### src/rtl/lfsr_pkg.sv
// Shared definitions for the LFSR engine: operating modes and the
// saturating mismatch-count helper.
package lfsr_pkg;

   typedef enum logic [1:0] {
      MODE_GEN = 2'd0,
      MODE_CRC = 2'd1,
      MODE_SCR = 2'd2,
      MODE_CHK = 2'd3
   } lfsr_mode_e;

   // Adds the number of set bits in 'bits' to 'cnt', clamping at 2^cnt_w-1.
   function automatic logic [31:0] sat_add_pop(input logic [31:0] cnt,
                                               input logic [31:0] bits,
                                               input int unsigned cnt_w);
      logic [32:0] sum;
      logic [32:0] max;
      sum = {1'b0, cnt};
      for (int i = 0; i < 32; i++) begin
         sum = sum + {32'd0, bits[i]};
      end
      max = (33'd1 << cnt_w) - 33'd1;
      if (sum > max) begin
         sum = max;
      end
      return sum[31:0];
   endfunction

endpackage

### src/rtl/lfsr_step.sv
// One Galois LFSR bit step, MSB first: the outgoing bit is the register MSB
// and the feedback (MSB xor input bit) applies the polynomial taps.
module lfsr_step #(
   parameter int               WIDTH = 16,
   parameter logic [WIDTH-1:0] POLY  = WIDTH'(32'h1021)
)(
   input  logic [WIDTH-1:0] i_state,
   input  logic             i_b,
   output logic [WIDTH-1:0] o_next,
   output logic             o_bit
);

   logic w_fb;

   assign o_bit  = i_state[WIDTH-1];
   assign w_fb   = o_bit ^ i_b;
   assign o_next = {i_state[WIDTH-2:0], 1'b0} ^ (w_fb ? POLY : '0);

endmodule

### src/rtl/lfsr_engine.sv
// Parametrised Galois LFSR engine: PRBS generate, CRC accumulate, additive
// scramble and PRBS check, with all-zero lockup recovery.
module lfsr_engine
   import lfsr_pkg::*;
#(
   parameter int               WIDTH = 16,
   parameter logic [WIDTH-1:0] POLY  = WIDTH'(32'h1021),
   parameter logic [WIDTH-1:0] SEED  = WIDTH'(32'hFFFF),
   parameter int               STEP  = 1,
   parameter int               CNT_W = 16
)(
   input  logic             clk,
   input  logic             rst,
   input  logic             en,
   input  logic             load,
   input  logic [WIDTH-1:0] seed_in,
   input  logic [1:0]       mode,
   input  logic [STEP-1:0]  din,
   output logic [STEP-1:0]  dout,
   output logic             dout_valid,
   output logic [WIDTH-1:0] state,
   output logic             lockup,
   output logic [CNT_W-1:0] err_cnt
);

   if (SEED == '0) begin : g_bad_seed
      $error("lfsr_engine: SEED must be nonzero");
   end
   if (POLY[0] != 1'b1) begin : g_bad_poly
      $error("lfsr_engine: POLY[0] must be 1");
   end
   if (WIDTH < 2 || WIDTH > 32 || STEP < 1 || STEP > WIDTH) begin : g_bad_size
      $error("lfsr_engine: WIDTH must be 2..32 and STEP 1..WIDTH");
   end

   lfsr_mode_e       w_mode;
   logic [STEP-1:0]  w_dout;
   logic [STEP-1:0]  w_mism;
   logic [WIDTH-1:0] w_step_state;
   logic             w_lock_hit;

   logic [WIDTH-1:0] r_state;
   logic [STEP-1:0]  r_dout;
   logic             r_dout_valid;
   logic             r_lockup;
   logic [CNT_W-1:0] r_err_cnt;

   assign w_mode = lfsr_mode_e'(mode);

   // Step k consumes din[STEP-1-k] and produces dout[STEP-1-k]; each stage
   // keeps its own next-state net so the chain is a plain feed-forward path.
   for (genvar k = 0; k < STEP; k++) begin : g_step
      logic [WIDTH-1:0] w_cur;
      logic [WIDTH-1:0] w_next;
      logic             w_din;
      logic             w_b;
      logic             w_o;

      if (k == 0) begin : g_first
         assign w_cur = r_state;
      end else begin : g_rest
         assign w_cur = g_step[k-1].w_next;
      end

      assign w_din = din[STEP-1-k];
      assign w_b   = (w_mode == MODE_CRC) & w_din;

      lfsr_step #(
         .WIDTH (WIDTH),
         .POLY  (POLY)
      ) u_step (
         .i_state (w_cur),
         .i_b     (w_b),
         .o_next  (w_next),
         .o_bit   (w_o)
      );

      assign w_dout[STEP-1-k] = (w_mode == MODE_SCR) ? (w_din ^ w_o) : w_o;
      assign w_mism[STEP-1-k] = (w_mode == MODE_CHK) & (w_din ^ w_o);
   end

   assign w_step_state = g_step[STEP-1].w_next;

   // A zero register is a legal CRC remainder; only the PRBS-style modes lock.
   assign w_lock_hit = en && (r_state == '0) && (w_mode != MODE_CRC);

   always_ff @(posedge clk or posedge rst) begin
      if (rst) begin
         r_state      <= SEED;
         r_dout       <= '0;
         r_dout_valid <= 1'b0;
         r_lockup     <= 1'b0;
         r_err_cnt    <= '0;
      end else if (load) begin
         r_state      <= seed_in;
         r_dout_valid <= 1'b0;
         r_lockup     <= 1'b0;
         r_err_cnt    <= '0;
      end else if (w_lock_hit) begin
         r_state      <= SEED;
         r_dout_valid <= 1'b0;
         r_lockup     <= 1'b1;
      end else if (en) begin
         r_state      <= w_step_state;
         r_dout       <= w_dout;
         r_dout_valid <= 1'b1;
         r_lockup     <= 1'b0;
         if (w_mode == MODE_CHK) begin
            r_err_cnt <= CNT_W'(sat_add_pop(32'(r_err_cnt), 32'(w_mism), CNT_W));
         end
      end else begin
         r_dout_valid <= 1'b0;
         r_lockup     <= 1'b0;
      end
   end

   assign state      = r_state;
   assign dout       = r_dout;
   assign dout_valid = r_dout_valid;
   assign lockup     = r_lockup;
   assign err_cnt    = r_err_cnt;

endmodule

### config.mk
export PLATFORM = sky130hd
export DESIGN_NAME = lfsr_engine
export DESIGN_NICKNAME = d
export VERILOG_FILES = /design/src/rtl/lfsr_pkg.sv /design/src/rtl/lfsr_step.sv /design/src/rtl/lfsr_engine.sv
export SDC_FILE = /design/constraint.sdc
export NUM_CORES = 1
export LEC_CHECK = 0
export ABC_AREA = 0
export CAP_MARGIN = 30
export CORE_ASPECT_RATIO = 1.75
export CORE_UTILIZATION = 43
export CTS_CLUSTER_DIAMETER = 80
export DETAILED_ROUTE_END_ITERATION = 10
export GPL_TIMING_DRIVEN = 0
export PLACE_DENSITY = 0.79
export SETUP_SLACK_MARGIN = 0.5
export SYNTH_ARGS = -nofsm -noshare
export SYNTH_HDL_FRONTEND = slang
export SYNTH_SLANG_ARGS = --single-unit
### constraint.sdc
create_clock -name clk -period 2.33 [get_ports clk]
set_input_delay 0.466 -clock clk [delete_from_list [all_inputs] [get_ports clk]]
set_output_delay 0.466 -clock clk [all_outputs]
set_load 0.05 [all_outputs]
Word level (Yosys, flattened, before mapping). Cells that the tools add are included.

Bits in registers: 35. Word-level logic and storage cells: 42. Output and inout port bits: 35. Input port bits: 23.

Reduce and logical (&&, ||, !) cells: 8. Equality and inequality tests: 5. $add $sub $neg: 1. Mux-type cells: 15. Bitwise gates (word level): 7. $lt $le $gt $ge: 1.

Operators with widths (number): $mux 16 (8); $add 16x1->17 (1); $gt 17x16->1 const B (1); $logic_not 16->1 (1); $xor 16x16->16 (1); $mux 13 (1); $mux 1 (6); $reduce_and 3->1 (2); $eq 2x2->1 const B (2); $reduce_bool 2->1 (2); $reduce_bool 3->1 (1); $and 1x1->1 (2); $eq 2x1->1 const B (1); $logic_and 1x1->1 (2); $ne 2x1->1 const B (1); $ne 2x2->1 const B (1); $not 1->1 (2); $xor 1x1->1 (2).

Logic depth before layout (Yosys ltp). Gate-level depths: netlist of run 1.

Depth in word-level cells: 9. Mapped depth: 10. Gate-level depth less buffers: 8.

Modules after synthesis. From an unflattened synthesis of run 1, not the netlist that was laid out.

Cells, all modules: 221. Area total of the unflattened synthesis: 2177.1 sq um.

By module, submodules not included: lfsr_engine (area each 2008.2 sq um, times used 1, cells an instance 203, seq. area each 895.9 sq um); lfsr_step (area each 168.9 sq um, times used 1, cells an instance 18, seq. area each 0.0 sq um).

Worst setup path before layout of run 1. Ideal clock, no wire load.

Kind: reg-to-reg. Start point: register r_state[15], in the netlist state[15]. End point: register r_err_cnt[11], in the netlist err_cnt[11]. Clock period less this slack: 2.389 ns. Stages on the path, launching flop included: 11. Data required time: 2.197 ns. Path slack: -0.059 ns. Setup time: 0.133 ns. Buffers on the path: 2. Arrival time: 2.255 ns. Path through: dfstp_2 -> buf_6 -> xor2_1 -> and3_1 -> ha_1 -> and4_2 -> clkbuf_2 -> inv_1 -> a2111oi_0 -> mux2i_1 -> nor2_1.

Word-level cells in the longest chain between the ends: 9. Elaborated cells between the ends (all ways): 14. Those cells by class: 1 x add/sub; 1 x order compare; 1 x eq/ne; 5 x mux; 2 x bitwise; 4 x reduce/logical.

Ends and longest elaborated chain: from (decl) (RTL line lfsr_engine.sv:42) `logic [WIDTH-1:0] r_state;`; from (signal assigned) (RTL line lfsr_engine.sv:95) `r_state <= seed_in;`; from (signal assigned) (RTL line lfsr_engine.sv:104) `r_state <= w_step_state;`; $xor 1x1->1 (RTL line lfsr_engine.sv:79) `assign w_mism[STEP-1-k] = (w_mode == MODE_CHK) & (w_din ^ w_o);`; $and 1x1->1 (RTL line lfsr_engine.sv:79); $add 16x1->17 (RTL line lfsr_pkg.sv:20) `sum = sum + {32'd0, bits[i]};`; $gt 17x16->1 (RTL line lfsr_pkg.sv:23) `if (sum > max) begin`; $mux 16 (RTL line lfsr_pkg.sv:23); $mux 16 (RTL line lfsr_engine.sv:108) `if (w_mode == MODE_CHK) begin`; $mux 16 (RTL line lfsr_engine.sv:103) `end else if (en) begin`; $mux 16 (RTL line lfsr_engine.sv:99) `end else if (w_lock_hit) begin`; $mux 16 (RTL line lfsr_engine.sv:94) `end else if (load) begin`; to (signal assigned) (RTL line lfsr_engine.sv:109) `r_err_cnt <= CNT_W'(sat_add_pop(32'(r_err_cnt), 32'(w_mism), CNT_W));`; to (decl) (RTL line lfsr_engine.sv:46) `logic [CNT_W-1:0] r_err_cnt;`.

Parallel ways exist; a longest one is shown, timed or not. The select of a mux whose other input is x is not followed. A chain may end at the register's enable or synchronous reset.

Worst setup path in the final report of run 1.
Start point: register r_state[15], in the netlist state[15]. End point: register r_err_cnt[7], in the netlist err_cnt[7].

The elaborated chain is that of the path after synthesis.

==> results of run 1 <==
synthesized netlist by cell type (all sizes together) (2+ instances only):
cell    number  area [sq um]
dfrtp       19         475.5
and4        10         93.84
and3         5         31.28
dfstp       16         420.4
nor2        20         75.07
nor4        10         77.57
a21oi       10         53.80
and2         2         13.77
inv          5         18.77
a211oi      15         112.6
nand4        8         50.05
xor2         4         35.03
buf          5         40.04
a41oi        3         26.28
nand2       20         75.07
clkbuf      11         52.54
a311oi       2         17.52
nand3        4         20.02
nor2b       13         81.33
o21ai       15         75.07
ha           2         25.02
a22o         2         17.52
a31oi        3         18.77
nand3b       4         30.03
nor3        14         80.08
state kept, by name (all words and copies together) (netlist names):
name and flops:
err_cnt 16, state 16, dout 1, dout_valid 1
lockup 1
per-stage QoR:
stage	utilization (%)	hold WS [ps]	power, uW
floorplan	-	553.0	959.1
global placement	59.36	510.4	1107
detailed placement	59.94	515.1	1118
CTS	65.60	536.4	1613
global route	70.71	536.8	1699
finish	70.71	526.5	1645
layout make-up:
type	count	area [sq um]	area share, %
plain buffers	16	130.1	3.910
clock buffers	8	100.1	3.008
inverters	5	21.27	0.6391
multi-input cells	176	1301	39.10
flip-flops and latches	35	895.9	26.92
well taps	52	65.06	1.955
repair buffers	83	814.5	24.47
per-layer routing:
layer  track usage [%]  vias up  part of all wire (%)
li1                  -     1043                     -
met1             31.37     1139                    35
met2             47.59      128                    55
met3             5.314       25                   6.2
met4             17.29        0                   3.9
met5                 0        -                     0
kinds of logic (layout without fill, tap and decap cells):
family / Yosys count / after routing / synth area share, %
AO/OA/AOI/OAI: 53 / 53 / 16.55
XOR/XNOR: 5 / 5 / 2.076
adder cells (fa/ha/maj): 2 / 2 / 1.186
buffers and inverters: 21 / 112 / 5.278
flip-flops: 35 / 35 / 42.47
multiplexers: 2 / 2 / 1.008
AND/OR/NAND/NOR: 114 / 114 / 31.44
placed cells by master, fill, tap and decap left out, drive strengths merged, types with 5 or more instances in the layout:
| cell type | instances |
|---|---|
| clkbuf | 19 |
| and3 | 5 |
| nor2 | 20 |
| a211oi | 15 |
| a21oi | 10 |
| and4 | 10 |
| dfstp | 16 |
| dlygate4sd2 | 16 |
| inv | 5 |
| nor2b | 13 |
| nor3 | 14 |
| nand4 | 8 |
| nor4 | 10 |
| buf | 33 |
| dfrtp | 19 |
| clkdlybuf4s50 | 18 |
| o21ai | 15 |
| clkdlybuf4s15 | 19 |
| nand2 | 20 |
final timing paths:
kind | from | to | slack (ps)
setup / recovery | state[15]$_DFFE_PP1P_ | err_cnt[7]$_DFFE_PP0P_ | 120
hold / removal | rst | err_cnt[0]$_DFFE_PP0P_ | 530
setup reg to reg | state[15]$_DFFE_PP1P_ | err_cnt[7]$_DFFE_PP0P_ | 120
hold reg to reg | dout$_DFFE_PP0P_ | dout$_DFFE_PP0P_ | 530
max in group asynchronous | rst | state[12]$_DFFE_PP1P_ | 1200
min in group clk | dout$_DFFE_PP0P_ | dout$_DFFE_PP0P_ | 530
where the power goes:
group	total, uW	internal (uW)	switching (uW)
Clock	503	270	233
Combinational	425	167	258
Sequential	717	664	52.3
repair_timing:
action	4_1_cts	5_1_grt
pin swaps	18	16
gates cloned	1	3
gates resized for setup	87	60
setup buffers	11	10
endpoints found under the setup margin	69	40
hold buffers	0	0
==> out/metrics.cfg, run 1 <==
[outcome]
outcome=complete, no violations

[finish]
instances_no_fill=375
layout.filler_cells=351
diodes=0
num-nets-final=347
drive_gt1_share_pct=34.67
area_growth_pct=57.77
fin_area_sq_um=3328

[timing]
worst_slack_ps=122.7
setup_violations=0
slew_viol_final=0
tns_ps=0
worstMarginPinSlew_ps=581.3
period_share_pct=94.73
grt_setup_unrepaired=true
final.min_clock_period_ps=2207
relSlewSlack_pct=61.25
fin_skew_ps=8.348
hold_violations=0
fmax_ghz=0.4530

[clock_network]
tritoncts=yes
htreeDepth=2
cts_max_path_buffers=2
numClockSinks=35
cts_buffers=5
clk_pin_slew_worst_paths_ps=80
clkLatencyLatePin_ps=290
cts_root_buf=clkbuf_8

[floorplanning]
dieArea_sq_um=5201
die_width_um=54.95
io_pins=58
fp.dieH_um=94.66
rows=33
core-area_sq_um=4707
start_util_pct=44.82

[worst_setup_path]
path_buf_inv=2
start_kind=register
path_depth=10
cp_cell_sequence=buf_6 -> xor2_2 -> and3_4 -> ha_4 -> and4_4 -> nand4_1 -> clkbuf_8 -> o21ai_2 -> a21oi_2 -> a311oi_2
path_delay_family=simple AND/OR/NAND/NOR gates
cp.required_ps=2540
arrival_ps=2410
end_kind=register
critPathMaxStageDelay_ps=540
worstPathMaxFanout=5
crit_type=register to register
slowest_stage=dfstp_2
reg2regPathDepth=10

[synth]
mappedNetlistArea_sq_um=2110
ys_ff_latch=35
synthFlopType=dfrtp_1
yosys_warnings=0
synth_fp_nets=257
synth-edff-count=0
synth_cells=232
yosysSeqAreaShare_pct=42.47
synth.distinct_cells=45
avgSynthCellArea_sq_um=9.093
synthArstFlopShare_pct=100.0

[placement]
pre_cts_ws_ps=-456.3
globalplace.congestion=0.8748
placed_area_sq_um=2821
dp_hpwl_um=4535
dp.cells=342
portBuffers=57

[routing]
drt_pass1_iterations=4
wl_um=7454
dr_total_vias=2335
wl_per_cell_um=19.88
vias_per_cell=6.227
dr.first_iter.drc_count=151
drcViolationCount=0
ant_nets=0

[global_routing]
grt_pass1_wl_um=10580
grt_pass1_vias=2188
grt_max_degree=25
grt.total_usage_pct=28.40
grt-ovfl-total=0
antenna_found_initial=0

[worst_hold_path]
min_path_type=input pin to asynchronous set/reset pin

[power_and_ir_drop]
p_per_area_nw_per_um2=494.2
p_leak_uw=0.001361
irDropWorstVdd_uv=544.1

[job]
cap_viol_max_count=0

No activity file was read; power rests on OpenSTA's default activity.
==> run 2, diff against run 1 <==
CAP_MARGIN = 20   (was 30)
==> results of run 2 <==
No change in the layout: final DEF, timing and power equal those of run 1.
